### config.mk
export PLATFORM = sky130hd
export DESIGN_NAME = serial_subtractor
export DESIGN_NICKNAME = d
export VERILOG_FILES = /design/src/rtl/serial_subtractor.sv
export SDC_FILE = /design/constraint.sdc
export NUM_CORES = 1
export LEC_CHECK = 0
export CORE_MARGIN = 10
export CORE_UTILIZATION = 46
export CTS_BUF_LIST = sky130_fd_sc_hd__clkbuf_16
export CTS_CLUSTER_SIZE = 12
export DETAILED_ROUTE_END_ITERATION = 6
export PLACE_DENSITY = 0.71
export SYNTH_ARGS = -nofsm -noshare
export SYNTH_HDL_FRONTEND = slang
export SYNTH_SLANG_ARGS = --single-unit
### constraint.sdc
create_clock -name clk -period 1.7 [get_ports clk]
set_input_delay 0.17 -clock clk [delete_from_list [all_inputs] [get_ports clk]]
set_output_delay 0.17 -clock clk [all_outputs]
set_load 0.02 [all_outputs]
### src/rtl/serial_subtractor.sv
// serial_subtractor
//   Bit-serial unsigned subtractor: diff = a - b (mod 2^WIDTH), LSB first,
//   one bit per clock through a single full-subtractor cell and a borrow FF.
//
// Ports
//   clk     rising-edge clock
//   rst     synchronous active-high reset
//   start   operation request, sampled only while idle
//   a, b    minuend / subtrahend, captured on the accepted start edge
//   busy    high while shifting and during the done cycle
//   done    one-cycle strobe, diff/borrow valid
//   diff    a - b modulo 2^WIDTH, held until the next result lands
//   borrow  final borrow-out (a < b), held with diff
module serial_subtractor #(
    parameter int WIDTH = 8
) (
    input  logic             clk,
    input  logic             rst,
    input  logic             start,
    input  logic [WIDTH-1:0] a,
    input  logic [WIDTH-1:0] b,
    output logic             busy,
    output logic             done,
    output logic [WIDTH-1:0] diff,
    output logic             borrow
);

    localparam int CW = (WIDTH > 1) ? $clog2(WIDTH) : 1;

    localparam logic [1:0] IDLE  = 2'd0;
    localparam logic [1:0] SHIFT = 2'd1;
    localparam logic [1:0] DONE  = 2'd2;

    localparam logic [CW-1:0] LAST = CW'(WIDTH - 1);

    logic [1:0]       state;
    logic [WIDTH-1:0] sreg_a;
    logic [WIDTH-1:0] sreg_b;
    logic [WIDTH-1:0] pres;
    logic             bff;
    logic [CW-1:0]    count;

    // full-subtractor cell on the operand LSBs
    logic a0, b0, d, bout;
    logic [WIDTH-1:0] pres_nxt;

    always_comb begin
        a0       = sreg_a[0];
        b0       = sreg_b[0];
        d        = a0 ^ b0 ^ bff;
        bout     = (~a0 & b0) | (~(a0 ^ b0) & bff);
        // result fills from the MSB end so after WIDTH shifts bit 0 sits at LSB
        pres_nxt = {d, pres[WIDTH-1:1]};
    end

    assign busy = (state == SHIFT) || (state == DONE);
    assign done = (state == DONE);

    always_ff @(posedge clk) begin
        if (rst) begin
            state  <= IDLE;
            sreg_a <= '0;
            sreg_b <= '0;
            pres   <= '0;
            bff    <= 1'b0;
            count  <= '0;
            diff   <= '0;
            borrow <= 1'b0;
        end else begin
            case (state)
                IDLE: begin
                    if (start) begin
                        sreg_a <= a;
                        sreg_b <= b;
                        bff    <= 1'b0;
                        count  <= '0;
                        state  <= SHIFT;
                    end
                end
                SHIFT: begin
                    sreg_a <= sreg_a >> 1;
                    sreg_b <= sreg_b >> 1;
                    pres   <= pres_nxt;
                    bff    <= bout;
                    if (count == LAST) begin
                        // final shift: publish the completed result
                        diff   <= pres_nxt;
                        borrow <= bout;
                        state  <= DONE;
                    end else begin
                        count <= count + 1'b1;
                    end
                end
                DONE: begin
                    state <= IDLE;
                end
                default: begin
                    state <= IDLE;
                end
            endcase
        end
    end

endmodule

==> qor_table.md <==
| Parameter | Reported |
|:---|:---|
| Fraction of met2 tracks used by global routing | 18.7% |
| Number of flops mapped to enable cells by yosys | 0 |
| Number of buffers created by CTS | 5 |
| Syn_nets | 203 |
| Count of clock tree sinks | 38 |
| Worst Setup Path Type | flip-flop to flip-flop |
| GRT met3 Usage | 5.35% |
| Post-DR vias/cell | 5.10 |
| Hold Startpoint | diff[3] |
| Capture endpoint of the worst hold path | diff[3] |
| CTS Hold Buffers Added | 0 |
| Worst hold path class | flip-flop to flip-flop |
| Worst reg2reg setup slack | 40 ps |
| Layout Area Growth over Synthesis | 25.9% |
| Antenna violations before repair | 0 |
| YS warnings | 0 |
| CP Launch Type | flip-flop |
| Clock tree from TritonCTS | built |
| Initial standard-cell utilization of the core | 49.0% |
| Antenna-violating nets left | 0 |
| Share of the synthesized area in the top cell type | 45.1% |
| Ranking of synthesized cells by area | dfxtp_1 (45%), mux2i_1 (14%), a211oi_1 (7.1%) |
| Startpoint of the worst-slack reg-to-reg timing path | count[0] |
| Max-cap viol count | 0 |
| Die Footprint | 6490 sq um |
| Slowest stage cell on the critical path | or4_1 |
| Final Net Count | 231 |
| Fraction of layout instances using a drive strength above 1 | 6.86% |
| Total via count after detailed routing | 1275 |
| Pins Over Slew Limit | 0 |
| Peak fanout along the critical path | 5 |
| Largest net degree at the start of global routing | 39 |
| CP arrival | 1850 ps |
| Netlist cell types | 28 |
| Routed length per instance | 13.0 microns |
| Slew headroom | 74.6% |
| Setup TNS | 0 ps |
| Leakage power figure | 0.000806 uW |
| Share of the cycle needed by the critical path after routing | 97.4% |
| Worst path top cell family by delay | simple AND/OR/NAND/NOR gates |
| CP Capture Type | flip-flop |
| Worst endpoint required time | 1900 ps |
| Post-cts gate resize count | 1 |
| RSZ-0062 raised after global routing | no |
| Async SR Flop Fraction | 0% |
| Post-CTS setup repair buffer count | 0 |
| 1st-pass router iterations | 4 |
| Diode count | 0 |
| Worst clock skew | 5.21 ps |
| Cell at the root of the clock tree | clkbuf_16 |
| Result of the run | finished clean |
| Total of endpoints with negative setup slack in the final report | 0 |
| Cell repeated most along the worst path | ha_1 |
| Combined buffer and inverter count along the critical path | 0 |
| Number of instances in the synthesized netlist | 176 |
| Count of state elements after synthesis | 38 |
| Sequential share of the synthesized area | 45.1% |
| Insertion delay to the later sink of the worst-skew pair | 280 ps |
| RR Endpoint | count[0] |
| Most common cell after layout, fill and taps aside | dfxtp_1 |
| Floorplan row count | 21 |
| DRC Markers | 0 |
| Global-route layer with the greatest usage | met2 |
| Most instantiated flip-flop cell in the synthesis netlist | dfxtp_1 |
| Cell accounting for the most synthesized area | dfxtp_1 |
| Area inside the core boundary | 3440 sq um |
| Post-route standard cell area excluding fillers | 2120 sq um |
| Worst voltage drop across the vdd grid | 0.521 mV |
| Most used cells in the layout excluding fill and tap cells | dfxtp_1 (38), clkdlybuf4s50_1 (27), nor2_1 (24) |
| Post-synthesis instance area | 1690 sq um |
| Remaining global-route overflow | 0 |
| Violation count after the first detailed-route iteration | 82 |
| Clock transition at the registers of the reported paths | 50 ps |
| Die extent in y | 80.5 microns |
| Number of cells on the worst reg-to-reg path | 5 |
| Largest buffer count on any clock path | 2 |
| Number of I/O port buffers | 29 |
| Die width | 80.5 microns |
| Cells along the critical path | ha_1 -> ha_1 -> and2_1 -> or4_1 -> a21oi_1 |
| Tmin final | 1660 ps |
| Maximum operating frequency | 0.604 GHz |
| First-pass GRT wire length | 5500 microns |
| Placement Cell Area | 1980 sq um |
| Post-detailed-placement half-perimeter wirelength | 2450 microns |
| Global Route Usage Sum | 10.7% |
| Stage delay of the slowest cell on the critical path | 470 ps |
| Final count of hold timing violations | 0 |
| Via count of the first global-routing pass | 1345 |
| Drt total wl | 3260 microns |
| Power Dens Cells | 1050 nW/um^2 |
| Count of pins on the block boundary | 30 |
| H-tree levels | 2 |
| Mean instance size in the synthesized netlist | 9.58 sq um |
| Hold slack | 452 ps |
| Worst Max-Slew Pin Slew | 381 ps |
| Routability Congestion | 0.742 |
| Count of cells along the worst hold path | 2 |
| Met1 track demand over resource in global routing | 10.4% |
-- final cells by class --
class,count,area [sq um]
fillers,311,1320
multi-input cells,121,815
flip-flops and latches,38,761
repair buffers,33,334
clock buffers,5,125
well taps,46,57.6
inverters,5,18.8
clock inverters,2,11.3
-- worst max path at each step --
stage                     slack (ps)        to  cells past startpoint      from
after floorplan                  110  count[0]                      6  count[0]
after global placement           150  count[0]                      5  count[0]
after detailed placement          30  count[0]                      5  count[0]
after CTS                          8  count[0]                      5  count[0]
after global routing              10  count[2]                      5  state[0]
final                             40  count[0]                      5  count[0]
-- worst register-to-register path, delay by kind of cell, from the launching register on --
family | cells | cell delay (ps)
compound gates | 1 | 160
fa+ha+maj | 2 | 430
flops | 1 | 320
simple gates | 2 | 680
-- synth_stat cells (all sizes together), types with 2 or more instances --
cell,number
nor2,24
mux2i,23
clkbuf,4
o21ai,3
buf,7
dfxtp,38
a22oi,2
nand2,20
ha,7
a211oi,16
or3,2
a21oi,14
inv,5
-- state kept, by name, indices dropped and copies added (netlist names) --
| register | count |
|---|---|
| diff | 8 |
| sreg_a | 8 |
| sreg_b | 8 |
| pres | 7 |
| count | 3 |
| state | 2 |
| bff | 1 |
| borrow | 1 |
-- per-layer routing --
layer	vias to the layer above	part of all wire (%)
li1	663	-
met3	6	7.1
met4	0	1.2
met1	575	44
met2	31	47
met5	-	0
-- metrics by stage --
step | worst slack, ps | utilization (%) | std cells | total power, uW
after global placement | 152 | 57.5 | 243 | 1390
final | 44.7 | 61.7 | 250 | 2230
after global routing | 14.5 | 61.7 | 250 | 2340
after detailed placement | 26.8 | 57.5 | 243 | 1400
after CTS | 8.32 | 61.4 | 250 | 2260
after floorplan | 112 | - | 176 | 1310
-- kinds of logic after synthesis --
| family | count (synthesis) | share of synthesized area (%) |
|---|---|---|
| AOI/OAI and AO/OA | 36 | 13.5 |
| adders and majority gates | 8 | 6.38 |
| buffers and inverters | 17 | 6.90 |
| DFF | 38 | 45.1 |
| muxes | 24 | 14.6 |
| and+or+nand+nor | 53 | 13.5 |
-- power breakdown --
part,switching [uW],internal (uW)
logic,195,194
clock network,326,528
registers,35.5,955
(Power assumes the default switching activity.)
